`src/rtl/imm_gen_pipe.sv`:
```
// Immediate generator feeding a 2-entry output FIFO.
// Decode is combinational on inst_code; results are buffered and presented from the head entry.
module imm_gen_pipe #(
    parameter int unsigned XLEN     = 32,
    parameter int unsigned RV64_OPS = 0
) (
    input  logic            clk,
    input  logic            rst_n,
    input  logic            flush,
    input  logic            in_valid,
    output logic            in_ready,
    input  logic [31:0]     inst_code,
    output logic            out_valid,
    input  logic            out_ready,
    output logic [XLEN-1:0] Imm_out,
    output logic [2:0]      fmt_out,
    output logic            illegal_out
);

    localparam logic [2:0] FMT_N  = 3'd0;
    localparam logic [2:0] FMT_I  = 3'd1;
    localparam logic [2:0] FMT_S  = 3'd2;
    localparam logic [2:0] FMT_B  = 3'd3;
    localparam logic [2:0] FMT_U  = 3'd4;
    localparam logic [2:0] FMT_J  = 3'd5;
    localparam logic [2:0] FMT_Z  = 3'd6;
    localparam logic [2:0] FMT_SH = 3'd7;

    localparam logic [6:0] OP_LOAD     = 7'b0000011;
    localparam logic [6:0] OP_MISC_MEM = 7'b0001111;
    localparam logic [6:0] OP_IMM      = 7'b0010011;
    localparam logic [6:0] OP_AUIPC    = 7'b0010111;
    localparam logic [6:0] OP_IMM_32   = 7'b0011011;
    localparam logic [6:0] OP_STORE    = 7'b0100011;
    localparam logic [6:0] OP_OP       = 7'b0110011;
    localparam logic [6:0] OP_LUI      = 7'b0110111;
    localparam logic [6:0] OP_OP_32    = 7'b0111011;
    localparam logic [6:0] OP_BRANCH   = 7'b1100011;
    localparam logic [6:0] OP_JALR     = 7'b1100111;
    localparam logic [6:0] OP_JAL      = 7'b1101111;
    localparam logic [6:0] OP_SYSTEM   = 7'b1110011;

    logic [6:0]      opcode;
    logic [2:0]      funct3;
    logic            is_shift;
    logic            rv64_en;

    logic [XLEN-1:0] imm_i;
    logic [XLEN-1:0] imm_s;
    logic [XLEN-1:0] imm_b;
    logic [XLEN-1:0] imm_u;
    logic [XLEN-1:0] imm_j;
    logic [XLEN-1:0] imm_z;
    logic [XLEN-1:0] imm_sh;
    logic [XLEN-1:0] imm_sh5;

    logic [XLEN-1:0] dec_imm;
    logic [2:0]      dec_fmt;
    logic            dec_illegal;

    assign opcode   = inst_code[6:0];
    assign funct3   = inst_code[14:12];
    assign is_shift = (funct3 == 3'b001) || (funct3 == 3'b101);
    assign rv64_en  = (RV64_OPS != 0);

    assign imm_i   = {{(XLEN-12){inst_code[31]}}, inst_code[31:20]};
    assign imm_s   = {{(XLEN-12){inst_code[31]}}, inst_code[31:25], inst_code[11:7]};
    assign imm_b   = {{(XLEN-13){inst_code[31]}}, inst_code[31], inst_code[7],
                      inst_code[30:25], inst_code[11:8], 1'b0};
    assign imm_j   = {{(XLEN-21){inst_code[31]}}, inst_code[31], inst_code[19:12],
                      inst_code[20], inst_code[30:21], 1'b0};
    assign imm_z   = {{(XLEN-5){1'b0}}, inst_code[19:15]};
    assign imm_sh5 = {{(XLEN-5){1'b0}}, inst_code[24:20]};

    // Only the upper-immediate and the native shift amount depend on the datapath width.
    generate
        if (XLEN == 64) begin : g_xlen64
            assign imm_u  = {{32{inst_code[31]}}, inst_code[31:12], 12'b0};
            assign imm_sh = {58'b0, inst_code[25:20]};
        end else begin : g_xlen32
            assign imm_u  = {inst_code[31:12], 12'b0};
            assign imm_sh = imm_sh5;
        end
    endgenerate

    always_comb begin
        dec_imm     = '0;
        dec_fmt     = FMT_N;
        dec_illegal = 1'b0;
        if (inst_code[1:0] != 2'b11) begin
            dec_illegal = 1'b1;
        end else begin
            case (opcode)
                OP_LOAD, OP_JALR: begin
                    dec_imm = imm_i;
                    dec_fmt = FMT_I;
                end
                OP_IMM: begin
                    if (is_shift) begin
                        dec_imm = imm_sh;
                        dec_fmt = FMT_SH;
                    end else begin
                        dec_imm = imm_i;
                        dec_fmt = FMT_I;
                    end
                end
                OP_IMM_32: begin
                    if (!rv64_en) begin
                        dec_illegal = 1'b1;
                    end else if (is_shift) begin
                        dec_imm = imm_sh5;
                        dec_fmt = FMT_SH;
                    end else begin
                        dec_imm = imm_i;
                        dec_fmt = FMT_I;
                    end
                end
                OP_STORE: begin
                    dec_imm = imm_s;
                    dec_fmt = FMT_S;
                end
                OP_BRANCH: begin
                    dec_imm = imm_b;
                    dec_fmt = FMT_B;
                end
                OP_LUI, OP_AUIPC: begin
                    dec_imm = imm_u;
                    dec_fmt = FMT_U;
                end
                OP_JAL: begin
                    dec_imm = imm_j;
                    dec_fmt = FMT_J;
                end
                OP_SYSTEM: begin
                    // Register-form CSR ops and ecall/ebreak carry no immediate.
                    if (funct3[2]) begin
                        dec_imm = imm_z;
                        dec_fmt = FMT_Z;
                    end
                end
                OP_OP, OP_MISC_MEM: begin
                    dec_fmt = FMT_N;
                end
                OP_OP_32: begin
                    dec_illegal = !rv64_en;
                end
                default: begin
                    dec_illegal = 1'b1;
                end
            endcase
        end
    end

    logic [XLEN-1:0] mem_imm [2];
    logic [2:0]      mem_fmt [2];
    logic            mem_illegal [2];
    logic            wr_ptr;
    logic            rd_ptr;
    logic [1:0]      count;
    logic            push;
    logic            pop;

    assign in_ready  = (count != 2'd2);
    assign out_valid = (count != 2'd0);
    assign push      = in_valid && in_ready;
    assign pop       = out_valid && out_ready;

    always_ff @(posedge clk) begin
        if (!rst_n || flush) begin
            wr_ptr <= 1'b0;
            rd_ptr <= 1'b0;
            count  <= 2'd0;
        end else begin
            if (push) begin
                wr_ptr <= ~wr_ptr;
            end
            if (pop) begin
                rd_ptr <= ~rd_ptr;
            end
            case ({push, pop})
                2'b10:   count <= count + 2'd1;
                2'b01:   count <= count - 2'd1;
                default: count <= count;
            endcase
        end
    end

    // Payload needs no reset: it is only observed while count says the slot is live.
    always_ff @(posedge clk) begin
        if (rst_n && !flush && push) begin
            mem_imm[wr_ptr]     <= dec_imm;
            mem_fmt[wr_ptr]     <= dec_fmt;
            mem_illegal[wr_ptr] <= dec_illegal;
        end
    end

    assign Imm_out     = out_valid ? mem_imm[rd_ptr]     : '0;
    assign fmt_out     = out_valid ? mem_fmt[rd_ptr]     : FMT_N;
    assign illegal_out = out_valid ? mem_illegal[rd_ptr] : 1'b0;

endmodule

```
`config.mk`:
```
export PLATFORM = sky130hd
export DESIGN_NAME = imm_gen_pipe
export DESIGN_NICKNAME = d
export VERILOG_FILES = /design/src/rtl/imm_gen_pipe.sv
export SDC_FILE = /design/constraint.sdc
export NUM_CORES = 1
export LEC_CHECK = 0
export CAP_MARGIN = 20
export CORE_ASPECT_RATIO = 0.75
export CORE_MARGIN = 2
export CORE_UTILIZATION = 40
export DETAILED_ROUTE_END_ITERATION = 8
export PLACE_DENSITY = 0.65
export SYNTH_ARGS = -nofsm -noshare
export SYNTH_HDL_FRONTEND = slang
export SYNTH_SLANG_ARGS = --single-unit
```
`constraint.sdc`:
```
create_clock -name clk -period 4.7 [get_ports clk]
set_input_delay 1.175 -clock clk [delete_from_list [all_inputs] [get_ports clk]]
set_output_delay 1.175 -clock clk [all_outputs]
set_load 0.01 [all_outputs]
```
== After elaboration in Yosys (flattened, before gate mapping) ==
Memories as Yosys holds them, arrays and structs flattened. A register that Yosys moved wholly into a read port is not among the register bits.
Index checks and enable logic that the tools add are counted.
W data, S select, Z words.

* Flip-flop bits (word level): 4
* Memory bits (writable): 72
* Bits of input ports: 37
* Output and inout bits: 38
* Word-level logic and storage cells: 62
* Memories kept: 3

* $add $sub $neg: 2
* Eq/ne operators: 17
* Muxes and demuxes: 22
* Bitwise logic cells: 2
* Reduce and logical (&&, ||, !) cells: 13

{| class="wikitable"
|+ Memory list
! memory !! depth !! bits a word !! read ports !! clocked after Yosys merged registers in !! write ports !! line !! text
|-
| mem_imm || 2 || 32 || 1 || 1 || 1 || 154 || <nowiki>logic [XLEN-1:0] mem_imm [2];</nowiki>
|-
| mem_fmt || 2 || 3 || 1 || 1 || 1 || 155 || <nowiki>logic [2:0] mem_fmt [2];</nowiki>
|-
| mem_illegal || 2 || 1 || 1 || 1 || 1 || 156 || <nowiki>logic mem_illegal [2];</nowiki>
|}

{| class="wikitable"
|+ Operators by type and width
! kind !! number
|-
| $pmux W32 S7 || 1
|-
| $mux W32 || 3
|-
| $eq A7 B7 Y1 const B || 4
|-
| $eq A7 B6 Y1 const B || 3
|-
| $pmux W3 S7 || 1
|-
| $eq A7 B5 Y1 const B || 2
|-
| $mux W3 || 4
|-
| $mux W1 || 11
|-
| $reduce_or A11 Y1 || 1
|-
| $eq A7 B2 Y1 const B || 1
|-
| $eq A7 B4 Y1 const B || 1
|-
| $mux W5 || 1
|-
| $logic_and A1 B1 Y1 || 4
|-
| $ne A2 B2 Y1 const B || 2
|-
| $pmux W2 S2 || 1
|-
| $reduce_bool A2 Y1 || 2
|-
| $reduce_or A2 Y1 || 2
|-
| $eq A3 B1 Y1 const B || 1
|-
| $eq A3 B3 Y1 const B || 1
|-
| $add A2 B1 Y2 const B || 1
|-
| $eq A2 B1 Y1 const B || 1
|-
| $eq A2 B2 Y1 const B || 1
|-
| $logic_not A1 Y1 || 2
|-
| $logic_or A1 B1 Y1 || 2
|-
| other kinds (2) || 3
|}

== Longest topological paths before layout ==
* Depth in word-level cells: 5
* Depth in mapped cells: 7
* Depth with buffers taken out: 7

== Worst setup path after synthesis ==
No wires, ideal clock.

* Path type: input-to-reg
* Start point: input flush
* End point: memory mem_fmt[0][0] (enable)
* Library setup time: 474 ps
* Arrival time: 3879 ps
* Data required time: 4226 ps
* Setup slack: 347 ps
* Cell stages on the path: 2
* Path buffers: 0
* Path through: nand2b_1 nor3_1

* Longest elaborated chain between the ends: 5

{| class="wikitable"
|+ Ends and longest elaborated chain
! element !! line !! text
|-
| from (decl) || 9 || <nowiki>input logic flush,</nowiki>
|-
| $logic_not A1 Y1 || 190 || <nowiki>if (rst_n && !flush && push) begin</nowiki>
|-
| $logic_and A1 B1 Y1 (2 in series) || 190 ||
|-
| $mux W1 || 190 ||
|-
| $mux W1 (not written as such) || 192 || <nowiki>mem_fmt[wr_ptr] <= dec_fmt;</nowiki>
|-
| to (decl) || 155 ||
|}

No other way between the ends.

==> impl_metrics.sql <==
INSERT INTO impl_metrics (metric_group, metric, value, unit) VALUES
('clocking', 'htreeDepth', '3', ''),
('route', 'first_iter_violations', '102', ''),
('synthesis', 'ys_async_sr_fraction', '0', ''),
('synthesis', 'ys_seq_area_frac', '0.6366', ''),
('place', 'port_buffers', '74', ''),
('timing', 'actual_transition_at_the_worst_max_transition_pin', '0.9304', 'ns'),
('place', 'dp.final_hpwl', '5332', 'um'),
('clocking', 'clkSlewWorstSetupHoldPaths', '0.06', 'ns'),
('clocking', 'tritoncts_num_sinks', '77', ''),
('synthesis', 'number_of_instances_in_the_synthesized_netlist', '267', ''),
('timing', 'setup-violations-final', '0', ''),
('critical_path', 'setup.reg_to_reg.worst_slack', '2.24', 'ns'),
('die', 'die_area', '9662', 'um^2'),
('run_status', 'run_status', 'completed', ''),
('die', 'floorplan.initialDensity', '0.4167', ''),
('clocking', 'cts-root-buf', 'sky130_fd_sc_hd__clkbuf_16', ''),
('layout', 'areaGrowthSynthToFinish', '32.71', '%'),
('layout', 'nets', '382', ''),
('clocking', 'tritoncts.num_buffers', '9', ''),
('synthesis', 'synth_cell_type_count', '39', ''),
('critical_path', 'worst-setup-path-type', 'register to output pin', ''),
('timing', 'fmax', '0.2824', 'GHz'),
('synthesis', 'post_synth.cell_area_avg', '13.31', 'um^2'),
('route', 'antenna_violating_nets_left', '0', ''),
('critical_path', 'critPathCapture', 'Imm_out[11]', ''),
('power_and_ir_drop', 'power.static_leakage', '1.822', 'nW'),
('clocking', 'cts_repair_resize_count', '0', ''),
('layout', 'layout_cells_sized_above_1', '0.08023', ''),
('timing', 'final_critical_path_setup_slack', '1.159', 'ns'),
('die', 'chipHeight', '85.63', 'um'),
('die', 'rows', '29', ''),
('grt', 'maximum_number_of_pins_on_one_net_before_global_route_repair', '37', ''),
('timing', 'finClkSkew', '0.003253', 'ns'),
('die', 'io_pins', '75', ''),
('timing', 'finalMaxSlewViolations', '0', ''),
('critical_path', 'worstPathArrival', '2.37', 'ns'),
('synthesis', 'synth_edf_count', '72', ''),
('critical_path', 'critical_path.reg2reg.endpoint', 'count[1]', ''),
('power_and_ir_drop', 'ir_worst_vdd', '0.2157', 'mV'),
('layout', 'n_antenna_cell', '0', ''),
('synthesis', 'post_synth_instance_area', '3553', 'um^2'),
('critical_path', 'timing.critical_path.to_type', 'output pin', ''),
('min_path', 'min-delay-path-class', 'register to register', ''),
('timing', 'timing.max_slew.rel_slack', '0.3797', ''),
('critical_path', 'required', '3.52', 'ns'),
('route', 'totalWireLength', '7873', 'um'),
('job', 'drv.max_cap_violation_count', '0', ''),
('route', 'num_vias', '2375', ''),
('grt', 'initial_antenna_violation_count', '0', ''),
('synthesis', 'synth-seq-cells', '77', ''),
('power_and_ir_drop', 'pwr_density_cell', '334.1', 'nW/um^2'),
('synthesis', 'ys_warn_count', '0', ''),
('critical_path', 'critical_path.startpoint_type', 'register', ''),
('route', 'detailedRoute.firstPassIterationCount', '5', ''),
('synthesis', 'nets_in_the_synthesized_netlist', '305', ''),
('timing', 'hold-worst-slack', '0.5199', 'ns'),
('route', 'route.detailed.vias_per_inst', '5.197', ''),
('timing', 'period_needed', '3.541', 'ns'),
('clocking', 'number_of_buffers_inserted_for_hold_repair_after_clock_tree_synthesis', '0', ''),
('place', 'final_gp_congestion', '0.9131', ''),
('place', 'dp_cells', '441', ''),
('critical_path', 'origin_of_the_critical_flop_to_flop_path', 'count[1]', ''),
('timing', 'count_of_final_hold_check_violations', '0', ''),
('grt', 'grt_overflow', '0', ''),
('die', 'core_area', '8527', 'um^2'),
('clocking', 'post_cts.repair.setup_buffers', '0', ''),
('critical_path', 'critical-path-max-stage-delay', '0.83', 'ns'),
('layout', 'layoutNonFillerInstCount', '457', ''),
('synthesis', 'ys_dominant_reg_cell', 'sky130_fd_sc_hd__edfxtp_1', ''),
('grt', 'vias_in_the_first_global_route', '2330', ''),
('place', 'preCtsSetupSlack', '1.338', 'ns');
flip-flops by register name, summed over array words and instances, names as in the netlist, named ones only:
name and flops:
count 2, mem_fmt 6, mem_illegal 2, mem_imm 64, rd_ptr 1, wr_ptr 1
cell families after synthesis:
kind of cell / after synthesis / synth area share
DFF: 77 / 0.6366
and+or+nand+nor: 89 / 0.1289
adders and majority gates: 1 / 0.003521
muxes: 38 / 0.1085
xor gates and xnor gates: 4 / 0.009861
AOI/OAI and AO/OA: 43 / 0.09190
buffers and inverters: 15 / 0.02077
per-stage QoR:
stage / util / total power [W] / instance area [um^2]
floorplan: - / 0.0008360 / 3553
global placement: 0.5169 / 0.0009075 / 4408
detailed placement: 0.5169 / 0.0009092 / 4408
finish: 0.5530 / 0.001576 / 4716
global route: 0.5530 / 0.001633 / 4716
CTS: 0.5530 / 0.001589 / 4716
placed cells by master, fill, tap and decap left out, types with 2 or more instances in the layout:
master,Yosys,final
sky130_fd_sc_hd__clkdlybuf4s50_1,0,74
sky130_fd_sc_hd__edfxtp_1,72,72
sky130_fd_sc_hd__nor2_1,44,44
sky130_fd_sc_hd__mux2i_1,37,37
sky130_fd_sc_hd__a21o_1,21,21
sky130_fd_sc_hd__and2_1,12,12
sky130_fd_sc_hd__clkbuf_16,0,11
sky130_fd_sc_hd__nand2_1,7,7
sky130_fd_sc_hd__a21oi_1,7,7
sky130_fd_sc_hd__a221o_1,5,5
sky130_fd_sc_hd__nand2b_1,4,4
sky130_fd_sc_hd__dfxtp_1,5,4
sky130_fd_sc_hd__buf_4,1,4
sky130_fd_sc_hd__inv_1,3,3
sky130_fd_sc_hd__nor2b_1,3,3
sky130_fd_sc_hd__and3_1,3,3
sky130_fd_sc_hd__nand3_1,3,3
sky130_fd_sc_hd__xnor2_1,3,3
sky130_fd_sc_hd__nor2_2,2,2
sky130_fd_sc_hd__and4b_1,2,2
sky130_fd_sc_hd__a41o_1,2,2
sky130_fd_sc_hd__o21ai_0,2,2
sky130_fd_sc_hd__o32ai_1,2,2
sky130_fd_sc_hd__nor3_2,0,2
sky130_fd_sc_hd__clkinvlp_4,0,2
layer usage:
layer | global-route usage | vias to the layer above | share of wire
li1 | - | 1144 | -
met5 | 0 | - | 0
met3 | 0.05795 | 8 | 0.067
met4 | 0.04656 | 0 | 0.013
met2 | 0.2798 | 85 | 0.48
met1 | 0.2156 | 1138 | 0.44
how the worst min path moves through the flow:
stage           start  cells past startpoint        to
6_report       rd_ptr                      2  register
3_3_place_gp   rd_ptr                      2  register
4_1_cts        rd_ptr                      2  register
3_5_place_dp   rd_ptr                      2  register
2_1_floorplan  rd_ptr                      2  register
5_1_grt        rd_ptr                      2  register
power breakdown:
| group | total (W) | switching (W) | internal [W] |
|---|---|---|---|
| logic | 0.000136 | 0.0000677 | 0.0000683 |
| registers | 0.000758 | 0.00000523 | 0.000753 |
| clock network | 0.000681 | 0.000260 | 0.000421 |
| total | 0.00158 | 0.000333 | 0.00124 |
layout make-up:
| cell class | instances | area (um^2) |
|---|---|---|
| Fill cell | 723 | 3811 |
| Sequential cell | 77 | 2263 |
| Clock inverter | 4 | 28.78 |
| Timing Repair Buffer | 78 | 770.7 |
| Inverter | 3 | 11.26 |
| Multi-Input combinational cell | 175 | 1227 |
| Tap cell | 108 | 135.1 |
| Clock buffer | 12 | 279.0 |
critical path: cells and delay by family (launching register included):
kind                   cells  cell delay (ns)
multiplexers               1             0.25
buffers and inverters      2             0.89
flip-flops                 1             0.83
AND/OR/NAND/NOR            1             0.06
Yosys cell counts (2+ instances only):
cell                       count  area share
sky130_fd_sc_hd__buf_2         5      0.0070
sky130_fd_sc_hd__nor3_1        2      0.0028
sky130_fd_sc_hd__a21o_1       21       0.044
sky130_fd_sc_hd__nand2_1       7      0.0074
sky130_fd_sc_hd__nand2b_1      4      0.0070
sky130_fd_sc_hd__and4b_1       2      0.0056
sky130_fd_sc_hd__mux2i_1      37        0.10
sky130_fd_sc_hd__clkbuf_1      5      0.0053
sky130_fd_sc_hd__nor2_1       44       0.046
sky130_fd_sc_hd__nor2b_1       3      0.0053
sky130_fd_sc_hd__o32ai_1       2      0.0049
sky130_fd_sc_hd__o21ai_0       2      0.0028
sky130_fd_sc_hd__a41o_1        2      0.0056
sky130_fd_sc_hd__a221o_1       5       0.014
sky130_fd_sc_hd__edfxtp_1     72        0.61
sky130_fd_sc_hd__dfxtp_1       5       0.028
sky130_fd_sc_hd__a21oi_1       7      0.0099
sky130_fd_sc_hd__and2_1       12       0.021
sky130_fd_sc_hd__xnor2_1       3      0.0074
sky130_fd_sc_hd__inv_1         3      0.0032
sky130_fd_sc_hd__nand3_1       3      0.0042
sky130_fd_sc_hd__and3_1        3      0.0053
sky130_fd_sc_hd__nor2_2        2      0.0035
Power figures use the tool's default switching activity.
